### config.mk
export PLATFORM = sky130hd
export DESIGN_NAME = lvl_states_ram_arbiter
export DESIGN_NICKNAME = d
export VERILOG_FILES = /design/src/rtl/lvl_states_ram_arbiter.sv
export SDC_FILE = /design/constraint.sdc
export NUM_CORES = 1
export LEC_CHECK = 0
export CAP_MARGIN = 20
export CORE_AREA = 8 8 83 85
export DETAILED_ROUTE_END_ITERATION = 12
export DIE_AREA = 0 0 91 93
export DONT_BUFFER_PORTS = 1
export PLACE_DENSITY = 0.5
export REMOVE_ABC_BUFFERS = 1
export SLEW_MARGIN = 20
export SYNTH_ARGS = -nofsm -noshare
export SYNTH_HDL_FRONTEND = slang
export SYNTH_SLANG_ARGS = --single-unit
### constraint.sdc
create_clock -name clk -period 5.9 [get_ports clk]
set_input_delay 1.18 -clock clk [delete_from_list [all_inputs] [get_ports clk]]
set_output_delay 1.18 -clock clk [all_outputs]
set_load 0.005 [all_outputs]
### src/rtl/lvl_states_ram_arbiter.sv
// Round-robin owner arbiter for the single-port level-states BRAM shared by NUM_REQ requesters.
// Optional grant watchdog enabled by defining ARB_TIMEOUT_EN (adds timeout_o, limit MAX_HOLD).
module lvl_states_ram_arbiter #(
    parameter int unsigned WIDTH_LVL_STATES       = 30,
    parameter int unsigned ADDR_WIDTH_LVLS_STATES = 9,
    parameter int unsigned NUM_REQ                = 3,
    parameter int unsigned RD_LATENCY             = 1,
    parameter int unsigned MAX_HOLD               = 1023
) (
    input  logic                                      clk,
    input  logic                                      rst,
    input  logic [NUM_REQ-1:0]                        req_apply_i,
    input  logic [NUM_REQ-1:0]                        req_we_i,
    input  logic [NUM_REQ*ADDR_WIDTH_LVLS_STATES-1:0] req_addr_i,
    input  logic [NUM_REQ*WIDTH_LVL_STATES-1:0]       req_data_i,
    output logic [NUM_REQ-1:0]                        grant_o,
    output logic [WIDTH_LVL_STATES-1:0]               rd_data_o,
    output logic [NUM_REQ-1:0]                        rd_valid_o,
    output logic                                      ram_we_o,
    output logic [ADDR_WIDTH_LVLS_STATES-1:0]         ram_addr_o,
    output logic [WIDTH_LVL_STATES-1:0]               ram_data_o,
    input  logic [WIDTH_LVL_STATES-1:0]               ram_data_i,
    output logic                                      busy_o
`ifdef ARB_TIMEOUT_EN
    ,
    output logic                                      timeout_o
`endif
);

    localparam int unsigned DW    = WIDTH_LVL_STATES;
    localparam int unsigned AW    = ADDR_WIDTH_LVLS_STATES;
    localparam int unsigned IDX_W = $clog2(NUM_REQ);
    localparam logic [IDX_W-1:0] LAST_IDX = IDX_W'(NUM_REQ - 1);

    if (NUM_REQ < 2 || NUM_REQ > 8) begin : g_bad_num_req
        $error("NUM_REQ must be in 2..8");
    end
    if (RD_LATENCY < 1 || RD_LATENCY > 3) begin : g_bad_rd_latency
        $error("RD_LATENCY must be in 1..3");
    end
    if (MAX_HOLD < 1) begin : g_bad_max_hold
        $error("MAX_HOLD must be at least 1");
    end

    typedef enum logic [1:0] {
        ST_IDLE    = 2'd0,
        ST_OWNED   = 2'd1,
        ST_RELEASE = 2'd2
    } state_e;

    state_e               state_q;
    logic [NUM_REQ-1:0]   grant_q;
    logic [IDX_W-1:0]     owner_q;
    logic [IDX_W-1:0]     ptr_q;
    logic [NUM_REQ-1:0]   rd_pipe_q [RD_LATENCY];

    logic [AW-1:0]        addr_arr [NUM_REQ];
    logic [DW-1:0]        data_arr [NUM_REQ];

    logic                 pick_vld_c;
    logic [IDX_W-1:0]     pick_idx_c;
    int unsigned          cand_c;
    logic                 owned_c;
    logic                 own_apply_c;
    logic                 own_we_c;
    logic                 hold_exp_c;
    logic                 release_c;
    logic [NUM_REQ-1:0]   rd_issue_c;

    for (genvar k = 0; k < NUM_REQ; k++) begin : g_unpack
        assign addr_arr[k] = req_addr_i[k*AW +: AW];
        assign data_arr[k] = req_data_i[k*DW +: DW];
    end

    // First applying requester at or above the pointer, wrapping around.
    always_comb begin
        pick_vld_c = 1'b0;
        pick_idx_c = '0;
        cand_c     = 0;
        for (int unsigned i = 0; i < NUM_REQ; i++) begin
            cand_c = 32'(ptr_q) + i;
            if (cand_c >= NUM_REQ) begin
                cand_c = cand_c - NUM_REQ;
            end
            if (!pick_vld_c && req_apply_i[IDX_W'(cand_c)]) begin
                pick_vld_c = 1'b1;
                pick_idx_c = IDX_W'(cand_c);
            end
        end
    end

    // Owner's port is steered straight onto the BRAM; everything is zero without an owner.
    always_comb begin
        owned_c     = (state_q == ST_OWNED);
        own_apply_c = owned_c & req_apply_i[owner_q];
        own_we_c    = req_we_i[owner_q];
        ram_we_o    = own_apply_c & own_we_c;
        ram_addr_o  = owned_c ? addr_arr[owner_q] : '0;
        ram_data_o  = owned_c ? data_arr[owner_q] : '0;
        rd_issue_c  = (own_apply_c & ~own_we_c) ? grant_q : '0;
        release_c   = owned_c & (~req_apply_i[owner_q] | hold_exp_c);
    end

`ifdef ARB_TIMEOUT_EN
    localparam int unsigned HOLD_W = $clog2(MAX_HOLD + 1);

    logic [HOLD_W-1:0] hold_q;
    logic              timeout_q;

    assign hold_exp_c = (hold_q == HOLD_W'(MAX_HOLD - 1));
    assign timeout_o  = timeout_q;

    // Counts cycles of the current ownership; cleared on every new grant.
    always_ff @(posedge clk) begin
        if (!rst) begin
            hold_q    <= '0;
            timeout_q <= 1'b0;
        end else begin
            timeout_q <= release_c & hold_exp_c;
            if (state_q == ST_IDLE) begin
                hold_q <= '0;
            end else if (owned_c) begin
                hold_q <= hold_q + HOLD_W'(1);
            end
        end
    end
`else
    assign hold_exp_c = 1'b0;
`endif

    always_ff @(posedge clk) begin
        if (!rst) begin
            state_q <= ST_IDLE;
            grant_q <= '0;
            owner_q <= '0;
            ptr_q   <= '0;
            for (int unsigned i = 0; i < RD_LATENCY; i++) begin
                rd_pipe_q[i] <= '0;
            end
        end else begin
            // One-hot read tags ride alongside the BRAM read latency.
            rd_pipe_q[0] <= rd_issue_c;
            for (int unsigned i = 1; i < RD_LATENCY; i++) begin
                rd_pipe_q[i] <= rd_pipe_q[i-1];
            end
            case (state_q)
                ST_IDLE: begin
                    if (pick_vld_c) begin
                        grant_q <= NUM_REQ'(1) << pick_idx_c;
                        owner_q <= pick_idx_c;
                        state_q <= ST_OWNED;
                    end
                end
                ST_OWNED: begin
                    if (release_c) begin
                        grant_q <= '0;
                        ptr_q   <= (owner_q == LAST_IDX) ? '0 : owner_q + IDX_W'(1);
                        state_q <= ST_RELEASE;
                    end
                end
                ST_RELEASE: begin
                    state_q <= ST_IDLE;
                end
                default: begin
                    grant_q <= '0;
                    state_q <= ST_IDLE;
                end
            endcase
        end
    end

    assign grant_o    = grant_q;
    assign busy_o     = |grant_q;
    assign rd_valid_o = rd_pipe_q[RD_LATENCY-1];
    assign rd_data_o  = ram_data_i;

endmodule

==> flow_summary.yaml, run 1 <==
synthesis:
  synth_compound_area_frac: 0.184
  synth_top_flop_cell: "dfxtp_1"
  yosys_warnings: 0
  seq_area_frac_synth: 0.124
  synth_top_family_by_area: "simple AND/OR/NAND/NOR gates"
  synth-xor-area-share: 0
  synth_area_leader_cell: "mux2i_1"
  yosysMostFrequentCell: "nor2_1"
  syn-cell-area_um2: 1940
  ys_types: 38
  syn_inst: 290
  synthAdderAreaFrac: 0.0257
  muxShareOfSynthArea: 0.245
  synth_top_cell_area_share: 0.237
  synth-seq-cells: 12
  synth_common_cells: "88 x nor2_1, 46 x mux2i_1, 42 x a21oi_1, 30 x buf_4, 12 x dfxtp_1"
  synthSimpleGateAreaFrac: 0.256
  ys_async_sr_fraction: 0
  avgSynthCellArea_um2: 6.70
  synth_edf_count: 0
  synthTopCellsByArea: "mux2i_1 24%, nor2_1 17%, dfxtp_1 12%"
global_route:
  grt_max_degree: 45
  overflow: 0
  grt_pass1_vias: 1961
  antenna_found_initial: 0
  grt_pass1_wl_mm: 10.8
  track_usage: 0.158
detailed_routing:
  route.detailed.drc: 0
  initialDrtViolationCount: 89
  vias: 1863
  wire_per_inst_um: 23.0
  vias_per_cell: 5.77
  drt_first_pass_iters: 4
  ant_nets: 0
  wl_mm: 7.44
finish:
  seq_area_um2: 241
  fin_area_um2: 1820
  multi_input_area_um2: 1380
  area_growth_pct: -6.63
  fillers: 632
  antennaDiodeCount: 0
  drive_gt1_frac: 0.0685
  layout.nets: 408
  utilization: 0.320
sta:
  min_period_over_period: 0.531
  fmax_mhz: 319
  period_needed_ps: 3130
  skew_ps: 3.39
  hold_violations: 0
  final.setup.tns_ps: 0
  worst_pin_slew_ps: 700
  timing.slew.headroom: 0.534
  rsz0062_at_grt: "false"
  slew_viol_final: 0
  finalSetupViolations: 0
  worst_slack_ps: 2770
placement:
  pre_cts_ws_ps: 2820
  port_buffers: 0
  dpl_cell_area_um2: 1760
  dp_hpwl_mm: 6.13
  gp_congestion: 0.797
die:
  dieArea_um2: 8460
  die_h_um: 93
  core-area_um2: 5680
  die_w_um: 91
  ioPinCount: 232
  start_util: 0.343
  rows: 28
critical_path:
  cp_max_fo: 44
  ff2ff_setup_slack_ps: 3770
  startpoint_type: "flop"
  crit_required_ps: 4720
  arrival_ps: 1950
  end_kind: "output pin"
  criticalPathCategory: "flop to output pin"
cts:
  numCtsBuffers: 3
  postCtsSetupRepairBufs: 0
  post_cts_resized: 0
  cts_hold_buf: 0
  cts_tree: "yes"
  clkLatencyLatePin_ps: 240
  clockRootBuffer: "clkbuf_8"
  h-tree-depth: 1
  cts_sinks: 12
  cts_max_path_buffers: 2
  cts.clk_slew.worst_paths_ps: 50
power:
  power.leakage_uw: 0.000681
  ir_drop_uv: 151
  powerDensity_nw_per_um2: 370
worst_hold_path:
  hold_class: "flop to flop"
run:
  maxCapViolations: 0
run_status:
  outcome: "complete, no violations"
[worst paths after layout]
path                            startpoint         end  depth (start not counted)
worst max-delay path            owner_q[0]    ram_we_o                          5
worst min-delay path            grant_o[2]  grant_o[2]                          1
worst max register to register    ptr_q[1]  grant_o[1]                          7
worst min register to register  grant_o[2]  grant_o[2]                          1
[cell type report]
type	instances	share of cell area
multi-input cells	225	0.762
flip-flops and latches	12	0.133
well taps	75	0.0517
clock buffers	4	0.0303
repair buffers	4	0.0165
inverters	3	0.00620
[where the power goes]
part	leakage (µW)	switching [µW]	internal [µW]	total, µW
Sequential	0.0000984	17.7	99.3	117
Combinational	0.000554	282	185	467
Clock	0.0000288	29.3	58.9	88.2
[placed cells by master (no fill, tap or decap), types with 2 or more instances in the layout]
cell type  instances
a21oi_1           42
and2_1             4
buf_4              4
clkbuf_8           4
dfxtp_1           11
ha_1               4
inv_1              3
mux2i_1           46
nand2_1            3
nand2b_1           4
nand3_1            3
nor2_1            88
nor2b_1            3
o21ai_0            2
o22ai_1            3
or2_2              2
or3_1              2
[per-layer routing]
metal  GRT usage  vias up  wire, µm
met3      0.0970        8       969
met5     0.00595        -         0
met4      0.0246        0        68
met2       0.240      141      3340
li1            -      871         -
met1       0.187      843      3070
[critical path: stages, from the launching register on]
cell and delay (ps):
dfxtp_2 330, buf_4 550, mux2i_1 170, a2bb2oi_1 180, or2_2 330, nor2_1 150
[flip-flops by register name, indices dropped and copies added, names as in the netlist]
register	count
state_q	2
ptr_q	2
owner_q	2
grant_o	3
rd_pipe_q	3
[kinds of logic (layout without fill, tap and decap cells)]
family,Yosys count,count (layout)
AO/OA/AOI/OAI,59,59
adder cells (fa/ha/maj),4,4
buffers and inverters,53,11
flip-flops,12,12
multiplexers,47,47
AND/OR/NAND/NOR,115,115
[stage by stage]
| stage | std cells | total power (µW) | hold slack [ps] |
|---|---|---|---|
| floorplan | 240 | 498 | 480 |
| global placement | 319 | 589 | 516 |
| detailed placement | 319 | 589 | 509 |
| CTS | 323 | 680 | 518 |
| global route | 323 | 741 | 546 |
| finish | 323 | 672 | 518 |
Power figures use the tool's default switching activity.
==> run 2: changes to the inputs <==
--- a/config.mk
+++ b/config.mk
@@ -10,7 +10,7 @@
 export DETAILED_ROUTE_END_ITERATION = 12
 export DIE_AREA = 0 0 91 93
 export DONT_BUFFER_PORTS = 1
-export PLACE_DENSITY = 0.5
+export PLACE_DENSITY = 0.52
 export REMOVE_ABC_BUFFERS = 1
 export SLEW_MARGIN = 20
 export SYNTH_ARGS = -nofsm -noshare
==> constraint.sdc (replaced) <==
create_clock -name clk -period 2.6 [get_ports clk]
set_input_delay 0.52 -clock clk [delete_from_list [all_inputs] [get_ports clk]]
set_output_delay 0.52 -clock clk [all_outputs]
set_load 0.005 [all_outputs]
==> flow_summary.yaml, run 2 (same netlist as run 1, synthesis figures left out) <==
run_status:
  outcome: "complete, no violations"
cts:
  clockRootBuffer: "clkbuf_8"
  cts_sinks: 12
  clkLatencyLatePin_ps: 240
  postCtsSetupRepairBufs: 0
  cts_max_path_buffers: 2
  post_cts_resized: 0
  numCtsBuffers: 3
  cts_hold_buf: 0
  cts_tree: "yes"
  cts.clk_slew.worst_paths_ps: 50
  h-tree-depth: 1
run:
  maxCapViolations: 0
critical_path:
  arrival_ps: 1690
  end_kind: "output pin"
  startpoint_type: "flop"
  cp_max_fo: 30
  criticalPathCategory: "flop to output pin"
  crit_required_ps: 2080
placement:
  dp_hpwl_mm: 6.16
  port_buffers: 0
  gp_congestion: 0.795
  dpl_cell_area_um2: 1790
worst_hold_path:
  hold_class: "input pin to flop"
global_route:
  track_usage: 0.154
  grt_max_degree: 45
  grt_pass1_wl_mm: 10.6
  antenna_found_initial: 1
  overflow: 0
  grt_pass1_vias: 1980
finish:
  antennaDiodeCount: 0
  drive_gt1_frac: 0.0760
  fin_area_um2: 1840
  layout.nets: 410
  area_growth_pct: -5.21
  final_cell_mix: "88 x nor2_1, 46 x mux2i_1, 42 x a21oi_1"
  final_common_cell: "nor2_1"
detailed_routing:
  ant_nets: 0
  wire_per_inst_um: 22.8
  drt_first_pass_iters: 4
  route.detailed.drc: 0
  vias_per_cell: 5.70
  vias: 1852
  initialDrtViolationCount: 59
  wl_mm: 7.41
power:
  power.leakage_uw: 0.000694
  ir_drop_uv: 360
  powerDensity_nw_per_um2: 838
die:
  core-area_um2: 5680
  dieArea_um2: 8460
  die_w_um: 91
  start_util: 0.343
  ioPinCount: 232
  rows: 28
  die_h_um: 93
sta:
  fmax_mhz: 452
  rsz0062_at_grt: "false"
  worst_pin_slew_ps: 492
  timing.slew.headroom: 0.672
  period_needed_ps: 2210
  hold_violations: 0
  min_period_over_period: 0.850
  final.setup.tns_ps: 0
  skew_ps: 1.59
  slew_viol_final: 0
  finalSetupViolations: 0
==> run 2: changes by cell type in the layout (fill, tap and decap cells not counted), sizes merged <==
cell / delta
buf: +2
==> run 2: worst max-delay path, cell delays in order, from the launching register on <==
cell and delay, ps:
dfxtp_2 640, buf_12 290, mux2i_1 220, nor2_1 50, a21oi_1 160, nor2_1 90
==> run 2: path summary, 6_finish.rpt <==
kind	startpoint	to	slack [ps]	cells after the start
hold reg to reg	grant_o[2]	grant_o[2]	520	1
setup reg to reg	ptr_q[1]	grant_o[1]	500	7
hold / removal	rst	owner_q[1]	470	2
setup / recovery	owner_q[0]	ram_we_o	390	5
==> run 2: report_power, final <==
part / internal (µW) / total (µW) / leakage, µW / switching [µW]
registers: 225 / 297 / 0.0000984 / 71.7
clock network: 134 / 203 / 0.0000288 / 69.1
logic: 440 / 1040 / 0.000567 / 604
total: 799 / 1540 / 0.000694 / 745
==> run 2: through the flow <==
stage / utilization / power (µW) / worst slack [ps] / hold WS [ps] / instances
floorplan: - / 1130 / -1190 / 480 / 240
global placement: 0.315 / 1350 / 578 / 528 / 321
detailed placement: 0.315 / 1350 / 524 / 521 / 321
CTS: 0.325 / 1560 / 378 / 469 / 325
global route: 0.325 / 1700 / 241 / 474 / 325
finish: 0.325 / 1540 / 390 / 468 / 325
==> run 2: cell type report <==
type,instances,area (µm²)
Sequential cell,12,241
Clock buffer,4,55.1
Multi-Input combinational cell,225,1380
Timing Repair Buffer,6,57.6
Tap cell,75,93.8
Inverter,3,11.3
Fill cell,625,3830
==> run 2: per-layer routing <==
| layer | vias to the layer above | part of all wire | GRT usage | wire (µm) |
|---|---|---|---|---|
| li1 | 877 | - | - | - |
| met1 | 837 | 0.42 | 0.180 | 3090 |
| met5 | - | 0.0016 | 0.0357 | 12 |
| met4 | 2 | 0.0038 | 0.00682 | 28 |
| met3 | 6 | 0.13 | 0.0986 | 928 |
| met2 | 130 | 0.45 | 0.238 | 3350 |
